[src/rtl/mem_port_arbiter_if.sv]
// Bundle between two requesters, the arbiter and a shared two-port memory.
// Latency: none; this file only carries signals.
// Backpressure: requesters hold req/addr/data until they see a grant.
interface mem_port_arbiter_if #(
    parameter int addresses = 32,
    parameter int width     = 8
);
    localparam int addressWidth = $clog2(addresses);

    // Write requesters
    logic                    wrReq0;
    logic                    wrReq1;
    logic [addressWidth-1:0] wrAddr0;
    logic [addressWidth-1:0] wrAddr1;
    logic [width-1:0]        wrData0;
    logic [width-1:0]        wrData1;
    logic                    wrGnt0;
    logic                    wrGnt1;

    // Read requesters
    logic                    rdReq0;
    logic                    rdReq1;
    logic [addressWidth-1:0] rdAddr0;
    logic [addressWidth-1:0] rdAddr1;
    logic                    rdGnt0;
    logic                    rdGnt1;
    logic                    rdValid0;
    logic                    rdValid1;
    logic [width-1:0]        rdData;

    // Shared memory ports
    logic [addressWidth-1:0] memWriteAddress;
    logic                    memWriteEnable;
    logic [width-1:0]        memWriteData;
    logic [addressWidth-1:0] memReadAddress;
    logic                    memReadEnable;
    logic [width-1:0]        memReadData;

    // Arbiter side
    modport slave (
        input  wrReq0, wrReq1, wrAddr0, wrAddr1, wrData0, wrData1,
        output wrGnt0, wrGnt1,
        input  rdReq0, rdReq1, rdAddr0, rdAddr1,
        output rdGnt0, rdGnt1, rdValid0, rdValid1, rdData,
        output memWriteAddress, memWriteEnable, memWriteData,
        output memReadAddress, memReadEnable,
        input  memReadData
    );

    // Requesters plus memory side
    modport master (
        output wrReq0, wrReq1, wrAddr0, wrAddr1, wrData0, wrData1,
        input  wrGnt0, wrGnt1,
        output rdReq0, rdReq1, rdAddr0, rdAddr1,
        input  rdGnt0, rdGnt1, rdValid0, rdValid1, rdData,
        input  memWriteAddress, memWriteEnable, memWriteData,
        input  memReadAddress, memReadEnable,
        output memReadData
    );
endinterface

[src/rtl/mem_port_arbiter.sv]
// Round-robin arbiter sharing one memory write port and one read port between two requesters.
// Latency: grants combinational in the request cycle; read data valid one cycle after read grant.
// Backpressure: a losing requester holds its request and wins within the next cycle.
module mem_port_arbiter #(
    parameter int addresses = 32,
    parameter int width     = 8
) (
    input  logic                clk,
    input  logic                reset,
    mem_port_arbiter_if.slave   bus
);
    localparam int addressWidth = $clog2(addresses);

    logic                    wrPri;
    logic                    rdPri;
    logic                    wrGnt0;
    logic                    wrGnt1;
    logic                    rdGnt0;
    logic                    rdGnt1;
    logic                    rdValidReg0;
    logic                    rdValidReg1;
    logic [addressWidth-1:0] wrAddrSel;
    logic [width-1:0]        wrDataSel;
    logic [addressWidth-1:0] rdAddrSel;

    // Write arbitration: a lone requester always wins, contention goes to wrPri
    always_comb begin
        wrGnt0 = 1'b0;
        wrGnt1 = 1'b0;
        if (!reset) begin
            if (bus.wrReq0 && bus.wrReq1) begin
                wrGnt0 = ~wrPri;
                wrGnt1 = wrPri;
            end else begin
                wrGnt0 = bus.wrReq0;
                wrGnt1 = bus.wrReq1;
            end
        end
    end

    // Read arbitration: same rule, independent of the write port
    always_comb begin
        rdGnt0 = 1'b0;
        rdGnt1 = 1'b0;
        if (!reset) begin
            if (bus.rdReq0 && bus.rdReq1) begin
                rdGnt0 = ~rdPri;
                rdGnt1 = rdPri;
            end else begin
                rdGnt0 = bus.rdReq0;
                rdGnt1 = bus.rdReq1;
            end
        end
    end

    // Steer the granted requester onto the memory ports; requester 0 when idle
    always_comb begin
        wrAddrSel = wrGnt1 ? bus.wrAddr1 : bus.wrAddr0;
        wrDataSel = wrGnt1 ? bus.wrData1 : bus.wrData0;
        rdAddrSel = rdGnt1 ? bus.rdAddr1 : bus.rdAddr0;
    end

    assign bus.wrGnt0          = wrGnt0;
    assign bus.wrGnt1          = wrGnt1;
    assign bus.rdGnt0          = rdGnt0;
    assign bus.rdGnt1          = rdGnt1;
    assign bus.memWriteEnable  = wrGnt0 | wrGnt1;
    assign bus.memWriteAddress = wrAddrSel;
    assign bus.memWriteData    = wrDataSel;
    assign bus.memReadEnable   = rdGnt0 | rdGnt1;
    assign bus.memReadAddress  = rdAddrSel;

    // Round robin: after a grant, favour the requester that did not get it
    always_ff @(posedge clk) begin
        if (reset) begin
            wrPri <= 1'b0;
            rdPri <= 1'b0;
        end else begin
            if (wrGnt0)      wrPri <= 1'b1;
            else if (wrGnt1) wrPri <= 1'b0;
            if (rdGnt0)      rdPri <= 1'b1;
            else if (rdGnt1) rdPri <= 1'b0;
        end
    end

    // Owner tag for the response the memory returns on the following cycle
    always_ff @(posedge clk) begin
        if (reset) begin
            rdValidReg0 <= 1'b0;
            rdValidReg1 <= 1'b0;
        end else begin
            rdValidReg0 <= rdGnt0;
            rdValidReg1 <= rdGnt1;
        end
    end

    // A response still in flight when reset rises is dropped, hence the reset mask
    assign bus.rdValid0 = rdValidReg0 & ~reset;
    assign bus.rdValid1 = rdValidReg1 & ~reset;
    assign bus.rdData   = bus.memReadData;
endmodule

[src/flat_wrapper.sv]
// flat-port wrapper written by rule: the top's interface ports become plain ports
module mem_port_arbiter_flat 
#(
    parameter int addresses = 32,
    parameter int width     = 8
)
  (clk, reset, bus_wrReq0, bus_wrReq1, bus_wrAddr0, bus_wrAddr1, bus_wrData0, bus_wrData1, bus_wrGnt0, bus_wrGnt1, bus_rdReq0, bus_rdReq1, bus_rdAddr0, bus_rdAddr1, bus_rdGnt0, bus_rdGnt1, bus_rdValid0, bus_rdValid1, bus_rdData, bus_memWriteAddress, bus_memWriteEnable, bus_memWriteData, bus_memReadAddress, bus_memReadEnable, bus_memReadData);
  mem_port_arbiter_if #(.addresses(addresses), .width(width)) bus_i ();
  input  logic clk;
  input  logic reset;
  input wire logic [$bits(bus_i.wrReq0)-1:0] bus_wrReq0;
  input wire logic [$bits(bus_i.wrReq1)-1:0] bus_wrReq1;
  input wire logic [$bits(bus_i.wrAddr0)-1:0] bus_wrAddr0;
  input wire logic [$bits(bus_i.wrAddr1)-1:0] bus_wrAddr1;
  input wire logic [$bits(bus_i.wrData0)-1:0] bus_wrData0;
  input wire logic [$bits(bus_i.wrData1)-1:0] bus_wrData1;
  output wire logic [$bits(bus_i.wrGnt0)-1:0] bus_wrGnt0;
  output wire logic [$bits(bus_i.wrGnt1)-1:0] bus_wrGnt1;
  input wire logic [$bits(bus_i.rdReq0)-1:0] bus_rdReq0;
  input wire logic [$bits(bus_i.rdReq1)-1:0] bus_rdReq1;
  input wire logic [$bits(bus_i.rdAddr0)-1:0] bus_rdAddr0;
  input wire logic [$bits(bus_i.rdAddr1)-1:0] bus_rdAddr1;
  output wire logic [$bits(bus_i.rdGnt0)-1:0] bus_rdGnt0;
  output wire logic [$bits(bus_i.rdGnt1)-1:0] bus_rdGnt1;
  output wire logic [$bits(bus_i.rdValid0)-1:0] bus_rdValid0;
  output wire logic [$bits(bus_i.rdValid1)-1:0] bus_rdValid1;
  output wire logic [$bits(bus_i.rdData)-1:0] bus_rdData;
  output wire logic [$bits(bus_i.memWriteAddress)-1:0] bus_memWriteAddress;
  output wire logic [$bits(bus_i.memWriteEnable)-1:0] bus_memWriteEnable;
  output wire logic [$bits(bus_i.memWriteData)-1:0] bus_memWriteData;
  output wire logic [$bits(bus_i.memReadAddress)-1:0] bus_memReadAddress;
  output wire logic [$bits(bus_i.memReadEnable)-1:0] bus_memReadEnable;
  input wire logic [$bits(bus_i.memReadData)-1:0] bus_memReadData;
  assign bus_i.wrReq0 = bus_wrReq0;
  assign bus_i.wrReq1 = bus_wrReq1;
  assign bus_i.wrAddr0 = bus_wrAddr0;
  assign bus_i.wrAddr1 = bus_wrAddr1;
  assign bus_i.wrData0 = bus_wrData0;
  assign bus_i.wrData1 = bus_wrData1;
  assign bus_wrGnt0 = bus_i.wrGnt0;
  assign bus_wrGnt1 = bus_i.wrGnt1;
  assign bus_i.rdReq0 = bus_rdReq0;
  assign bus_i.rdReq1 = bus_rdReq1;
  assign bus_i.rdAddr0 = bus_rdAddr0;
  assign bus_i.rdAddr1 = bus_rdAddr1;
  assign bus_rdGnt0 = bus_i.rdGnt0;
  assign bus_rdGnt1 = bus_i.rdGnt1;
  assign bus_rdValid0 = bus_i.rdValid0;
  assign bus_rdValid1 = bus_i.rdValid1;
  assign bus_rdData = bus_i.rdData;
  assign bus_memWriteAddress = bus_i.memWriteAddress;
  assign bus_memWriteEnable = bus_i.memWriteEnable;
  assign bus_memWriteData = bus_i.memWriteData;
  assign bus_memReadAddress = bus_i.memReadAddress;
  assign bus_memReadEnable = bus_i.memReadEnable;
  assign bus_i.memReadData = bus_memReadData;
  mem_port_arbiter #(.addresses(addresses), .width(width)) u_core (.clk(clk), .reset(reset), .bus(bus_i));
endmodule
[config.mk]
export PLATFORM = sky130hd
export DESIGN_NAME = mem_port_arbiter_flat
export DESIGN_NICKNAME = d
export VERILOG_FILES = /design/src/rtl/mem_port_arbiter_if.sv /design/src/rtl/mem_port_arbiter.sv /design/src/flat_wrapper.sv
export SDC_FILE = /design/constraint.sdc
export NUM_CORES = 1
export LEC_CHECK = 0
export ABC_AREA = 1
export BUFFER_PORTS_ARGS = -buffer_cell sky130_fd_sc_hd__buf_4
export CORE_MARGIN = 4
export CORE_UTILIZATION = 28
export DETAILED_ROUTE_END_ITERATION = 12
export GPL_TIMING_DRIVEN = 0
export PLACE_DENSITY = 0.77
export SYNTH_ARGS = -nofsm -noshare
export SYNTH_HDL_FRONTEND = slang
export SYNTH_SLANG_ARGS = --single-unit
[constraint.sdc]
create_clock -name clk -period 1.2 [get_ports clk]
set_clock_uncertainty 0.2 [all_clocks]
set_input_delay 0.12 -clock clk [delete_from_list [all_inputs] [get_ports clk]]
set_output_delay 0.12 -clock clk [all_outputs]
set_load 0.005 [all_outputs]
==> flow_summary.toml, run 1 <==
[yosys]
synthCells = 100
ys_types = 11
synthArstFlopShare_pct = 0
synthSimpleGateAreaFrac_pct = 55.7
synth-edff-count = 0
synth-compound-area-share_pct = 6.50
ys_ff_latch = 4
synth_top_area_share_pct = 28.5
synth_top_family_by_area = "simple AND/OR/NAND/NOR gates"
synth_nets = 150
synthTopCellsByArea = "nand2_1 (29%), nand3_1 (17%), dfxtp_1 (15%), buf_4 (14%), inv_1 (7.0%)"
ys_seq_area_share_pct = 14.8
syn_avg_cell_area_um2 = 5.39
yosys_most_used_dff = "dfxtp_1"
syn_area_um2 = 539
synth_xor_area_share_pct = 0
synth_adder_area_share_pct = 0
yosysMostFrequentCell = "nand2_1"
synth_warnings = 0
muxShareOfSynthArea_pct = 0
synth.top_cells.by_count = "nand2_1 (41), nand3_1 (18), buf_4 (10), inv_1 (10), nor2_1 (6)"
synth_area_leader_cell = "nand2_1"

[pwr]
powerDensity_nw_per_um2 = 594
p_sw_w = 0.000287
switching_share_pct = 33.5
comb_power_share_pct = 62.6
p_seq_share_pct = 17.5
pwr-share-clk_pct = 19.9
p_int_w = 0.000569
power_leakage_nw = 0.795
ir_drop_mv = 0.512

[worst_setup_path]
endpoint_kind = "output pin"
cp-start-kind = "flop"
cp.required_ps = 880
arrival_ps = 1150
critPathMaxFanout = 5
slowest_delay_ps = 320
critical_path.slowest_cell = "dfxtp_2"
crit_type = "reg -> out"
crit_chain = "inv_2 -> nand2_4 -> nand2_4 -> buf_6 -> nand2_1 -> nand2_1 -> buf_6"

[run]
drv_cap = 0

[placement]
place_area_um2 = 1130
numPortBuffers = 75
gp_congestion = 0.681
place_hpwl_um = 2060

[timing]
period_needed_ps = 1470
tightestPinTransition_ps = 228
rsz0062_at_grt = "true"
finalSetupViolCount = 22
slew_headroom_pct = 84.8
tns_ps = -4440
slew_violations = 0
fmax_mhz = 679
finalCritPeriodShare_pct = 123
hold_violations = 0
worst_slack_ps = -274

[min_path]
hp-class = "in -> reg"

[clocking]
clock_sinks = 4
cts_tree = "yes"
cts_buffers = 3
cts.clk_slew.worst_paths_ps = 40
cts-root-buf = "clkbuf_4"
clock_latency_ps = 240
clockBufferDepth = 2
cts_max_level = 1

[detailed_routing]
drtIter0Drc = 11
vias = 988
wl_per_cell_um = 14.7
drtPass1Iterations = 4
drtAntennaViolNets = 0
via_per_inst = 4.68
postRouteWirelength_um = 3110
drc_errors = 0

[status]
violations = "negative setup slack"
outcome = "finished with violations"

[final_layout]
nNetsFinal = 238
fin_area_um2 = 1440
syn_to_final_growth_pct = 167
n_antenna_cell = 0
layout-drive-gt1-share_pct = 73.1
nFillCells = 118

[grt]
grt_pass1_wl_um = 4060
grt_max_degree = 11
antenna_found_initial = 0
grt.total_usage_pct = 19.8
grt_pass1_vias = 957
grt.overflow.total = 0

[floorplanning]
num_rows = 15
start_util_pct = 30.2
die_x_um = 51.9
dieHeight_um = 51.9
die_area_um2 = 2690
io_pins = 84
core_um2 = 1780
## routing by layer
metal | GRT usage [%] | part of all wire, %
met2 | 35.6 | 48
met5 | 0 | 0
met3 | 6.88 | 14
met4 | 6.11 | 1.2
met1 | 21.5 | 37
## critical path, delay by kind of cell (launching register included)
kind                   cells  cell delay, ps
DFF                        1             320
and+or+nand+nor            4             270
buffers and inverters      3             310
## power by group through the flow
stage / logic (W) / registers (W) / clock network [W]
after global routing: 0.000572 / 0.000150 / 0.000192
after floorplan: 0.000145 / 0.000149 / 0
after global placement: 0.000386 / 0.000150 / 0
final: 0.000536 / 0.000150 / 0.000170
after detailed placement: 0.000394 / 0.000151 / 0
after CTS: 0.000470 / 0.000149 / 0.000179
## final timing paths
| kind | startpoint | slack, ps | depth (start not counted) | end |
|---|---|---|---|---|
| worst max register to register | u_core.rdPri | 240 | 4 | u_core.rdValidReg1 |
| worst max-delay path | u_core.wrPri | -270 | 7 | bus_memWriteData[0] |
| worst min-delay path | bus_rdReq0 | 20 | 3 | u_core.rdValidReg0 |
| worst min register to register | u_core.rdPri | 350 | 2 | u_core.rdValidReg0 |
## cell type report
type / instances / area [µm²] / share of cell area [%]
Timing Repair Buffer: 83 / 698 / 48.4
Clock buffer: 3 / 22.5 / 1.56
Multi-Input combinational cell: 75 / 477 / 33.1
Buffer: 11 / 90.1 / 6.25
Sequential cell: 4 / 82.6 / 5.73
Tap cell: 25 / 31.3 / 2.17
Inverter: 10 / 40.0 / 2.78
## cells by family after synthesis
kind of cell	after synthesis
and+or+nand+nor	68
buffers and inverters	21
AOI/OAI and AO/OA	7
DFF	4
## placed cells by master (no fill, tap or decap), types with 4 or more instances in the layout
cell      n
o21ai_0   4
buf_4    71
buf_6    20
nand3_1  17
nor2_1    6
inv_1     6
nand2_2  21
nand2_1  11
nand2_4   9
## stage by stage
step / instances / util, % / power [W] / setup WS (ps) / hold WS, ps
after detailed placement: 200 / 63.6 / 0.000545 / -173 / 128
after global placement: 200 / 63.6 / 0.000536 / -138 / 123
final: 211 / 80.8 / 0.000856 / -274 / 22.4
after CTS: 211 / 74.3 / 0.000797 / -253 / 14.9
after floorplan: 100 / - / 0.000294 / 32.6 / 14.3
after global routing: 211 / 80.8 / 0.000914 / -320 / 35.5
## state kept, by name (all words and copies together) (netlist names)
register	cells
u_core.rdPri	1
u_core.rdValidReg0	1
u_core.rdValidReg1	1
u_core.wrPri	1
## timing repair
item	4_1_cts	5_1_grt
hold buffers	3	0
cloned	1	0
endpoints found under the hold margin	3	0
setup endpoints to repair	20	22
pin swaps	6	9
setup buffers	4	0
resized for setup	36	34
Note: power is estimated with default switching activity, not from simulation.
==> run 2: changes to the inputs <==
- BUFFER_PORTS_ARGS: -buffer_cell sky130_fd_sc_hd__buf_4 -> -buffer_cell sky130_fd_sc_hd__buf_2
==> run 2 against run 1 <==
Compared with the run above: the flow still finishes with violations (negative setup slack); combinational power fell by 24%; clock power barely moved; sequential share of layout area up 1.3 points; largest power group unchanged.
==> flow_summary.toml, run 2 (synthesis results as in run 1) <==
[timing]
hold_violations = 0
worst_slack_ps = -254
rsz0062_at_grt = "true"
period_needed_ps = 1450
timing.hold.ws_ps = 48.4
tightestPinTransition_ps = 182
fmax_mhz = 688
slew_headroom_pct = 87.8
finalCritPeriodShare_pct = 121
slew_violations = 0
finalSetupViolCount = 22

[status]
outcome = "finished with violations"
violations = "negative setup slack"

[clocking]
cts_buffers = 3
cts_max_level = 1
cts.clk_slew.worst_paths_ps = 40
clock_sinks = 4
cts-root-buf = "clkbuf_4"
cts_tree = "yes"
clock_latency_ps = 240
clockBufferDepth = 2

[pwr]
switching_share_pct = 34.6
powerDensity_nw_per_um2 = 616
p_seq_share_pct = 20.6
p_int_w = 0.000475
total_power_w = 0.000726
power_leakage_nw = 0.733
comb_power_share_pct = 55.9
pwr-share-clk_pct = 23.4
ir_drop_mv = 0.468
p_sw_w = 0.000251

[worst_setup_path]
critical_path.slowest_cell = "dfxtp_2"
cp-start-kind = "flop"
cp.required_ps = 880
crit_chain = "inv_2 -> nand2_4 -> nand2_4 -> buf_6 -> nand2_2 -> nand2_2 -> buf_6"
r2r_cells = 4
arrival_ps = 1130
crit_buf_inv = 3
r2r-end = "u_core.rdPri"
crit_family = "flip-flops"
crit_type = "reg -> out"
rrSetupSlack_ps = 170
endpoint_kind = "output pin"
cp.depth = 7
critPathMaxFanout = 5
slowest_delay_ps = 330
r2r-start = "u_core.rdPri"

[min_path]
min_to = "u_core.rdValidReg0"
min_from = "bus_rdReq0"
hp-class = "in -> reg"
hold_depth = 3

[final_layout]
post-route-util_pct = 66.1
layout-drive-gt1-share_pct = 67.4
nNetsFinal = 242
final_common_cell = "buf_2"
nFillCells = 151
fin_area_um2 = 1180
fin_cells = 215
final_cell_mix = "buf_2 (72), nand2_1 (23), nand3_1 (17)"
syn_to_final_growth_pct = 119
n_antenna_cell = 0

[grt]
antenna_found_initial = 0
grt_max_degree = 11
grt.total_usage_pct = 16.2
grt.overflow.total = 0
grt_pass1_vias = 859
grt_pass1_wl_um = 3360

[detailed_routing]
via_per_inst = 4.48
vias = 963
drtPass1Iterations = 6
postRouteWirelength_um = 2530
drtAntennaViolNets = 0
drtIter0Drc = 15
drc_errors = 0
wl_per_cell_um = 11.8

[placement]
place_hpwl_um = 1790
dp.cells = 200
gp_congestion = 0.698
place_area_um2 = 946
numPortBuffers = 75

[floorplanning]
core_um2 = 1780
die_area_um2 = 2690
num_rows = 15
io_pins = 84
start_util_pct = 30.2
die_x_um = 51.9
dieHeight_um = 51.9

[run]
drv_cap = 0
run 2: power groups by stage:
stage	clock network [W]	registers, W	logic [W]
5_1_grt	0.000191	0.000150	0.000442
3_5_place_dp	0	0.000151	0.000307
6_report	0.000170	0.000150	0.000406
2_1_floorplan	0	0.000149	0.000145
3_3_place_gp	0	0.000150	0.000301
4_1_cts	0.000175	0.000149	0.000369
run 2: metal layers:
metal | routed length (µm) | track usage, %
met5 | 0 | 0
met4 | 13 | 5.24
met3 | 346 | 4.30
met2 | 1290 | 32.6
met1 | 878 | 15.3
run 2: through the flow:
step | worst slack [ps] | setup TNS, ps
2_1_floorplan | 32.6 | 0
3_3_place_gp | -133 | -1750
3_5_place_dp | -167 | -2390
4_1_cts | -244 | -3950
5_1_grt | -307 | -5570
6_report | -254 | -4250
run 2: repair_timing:
action	in CTS	in global routing
gates resized for setup	24	15
setup buffers	5	3
pin swaps	4	5
endpoints found under the setup margin	20	22
cloned	1	0
hold endpoints to repair	3	0
hold buffers	3	0
run 2: final cells by class:
type	instances	area (µm²)	area share, %
clock buffers	3	22.5	1.91
multi-input cells	75	408	34.6
plain buffers	11	90.1	7.64
flip-flops and latches	4	82.6	7.01
repair buffers	87	507	43.0
well taps	25	31.3	2.65
inverters	10	37.5	3.18
run 2: how the worst max path moves through the flow:
| stage | from | end |
|---|---|---|
| after floorplan | u_core.wrPri | bus_memWriteAddress[0] |
| after global placement | u_core.wrPri | bus_memWriteData[0] |
| after detailed placement | u_core.wrPri | bus_memWriteAddress[4] |
| after CTS | u_core.wrPri | bus_memWriteData[0] |
| after global routing | u_core.wrPri | bus_memWriteData[1] |
| final | u_core.wrPri | bus_memWriteData[1] |
run 2: worst min-delay path, stage by stage:
cell and delay, ps:
buf_2 130, nand2_1 120, a21oi_1 60
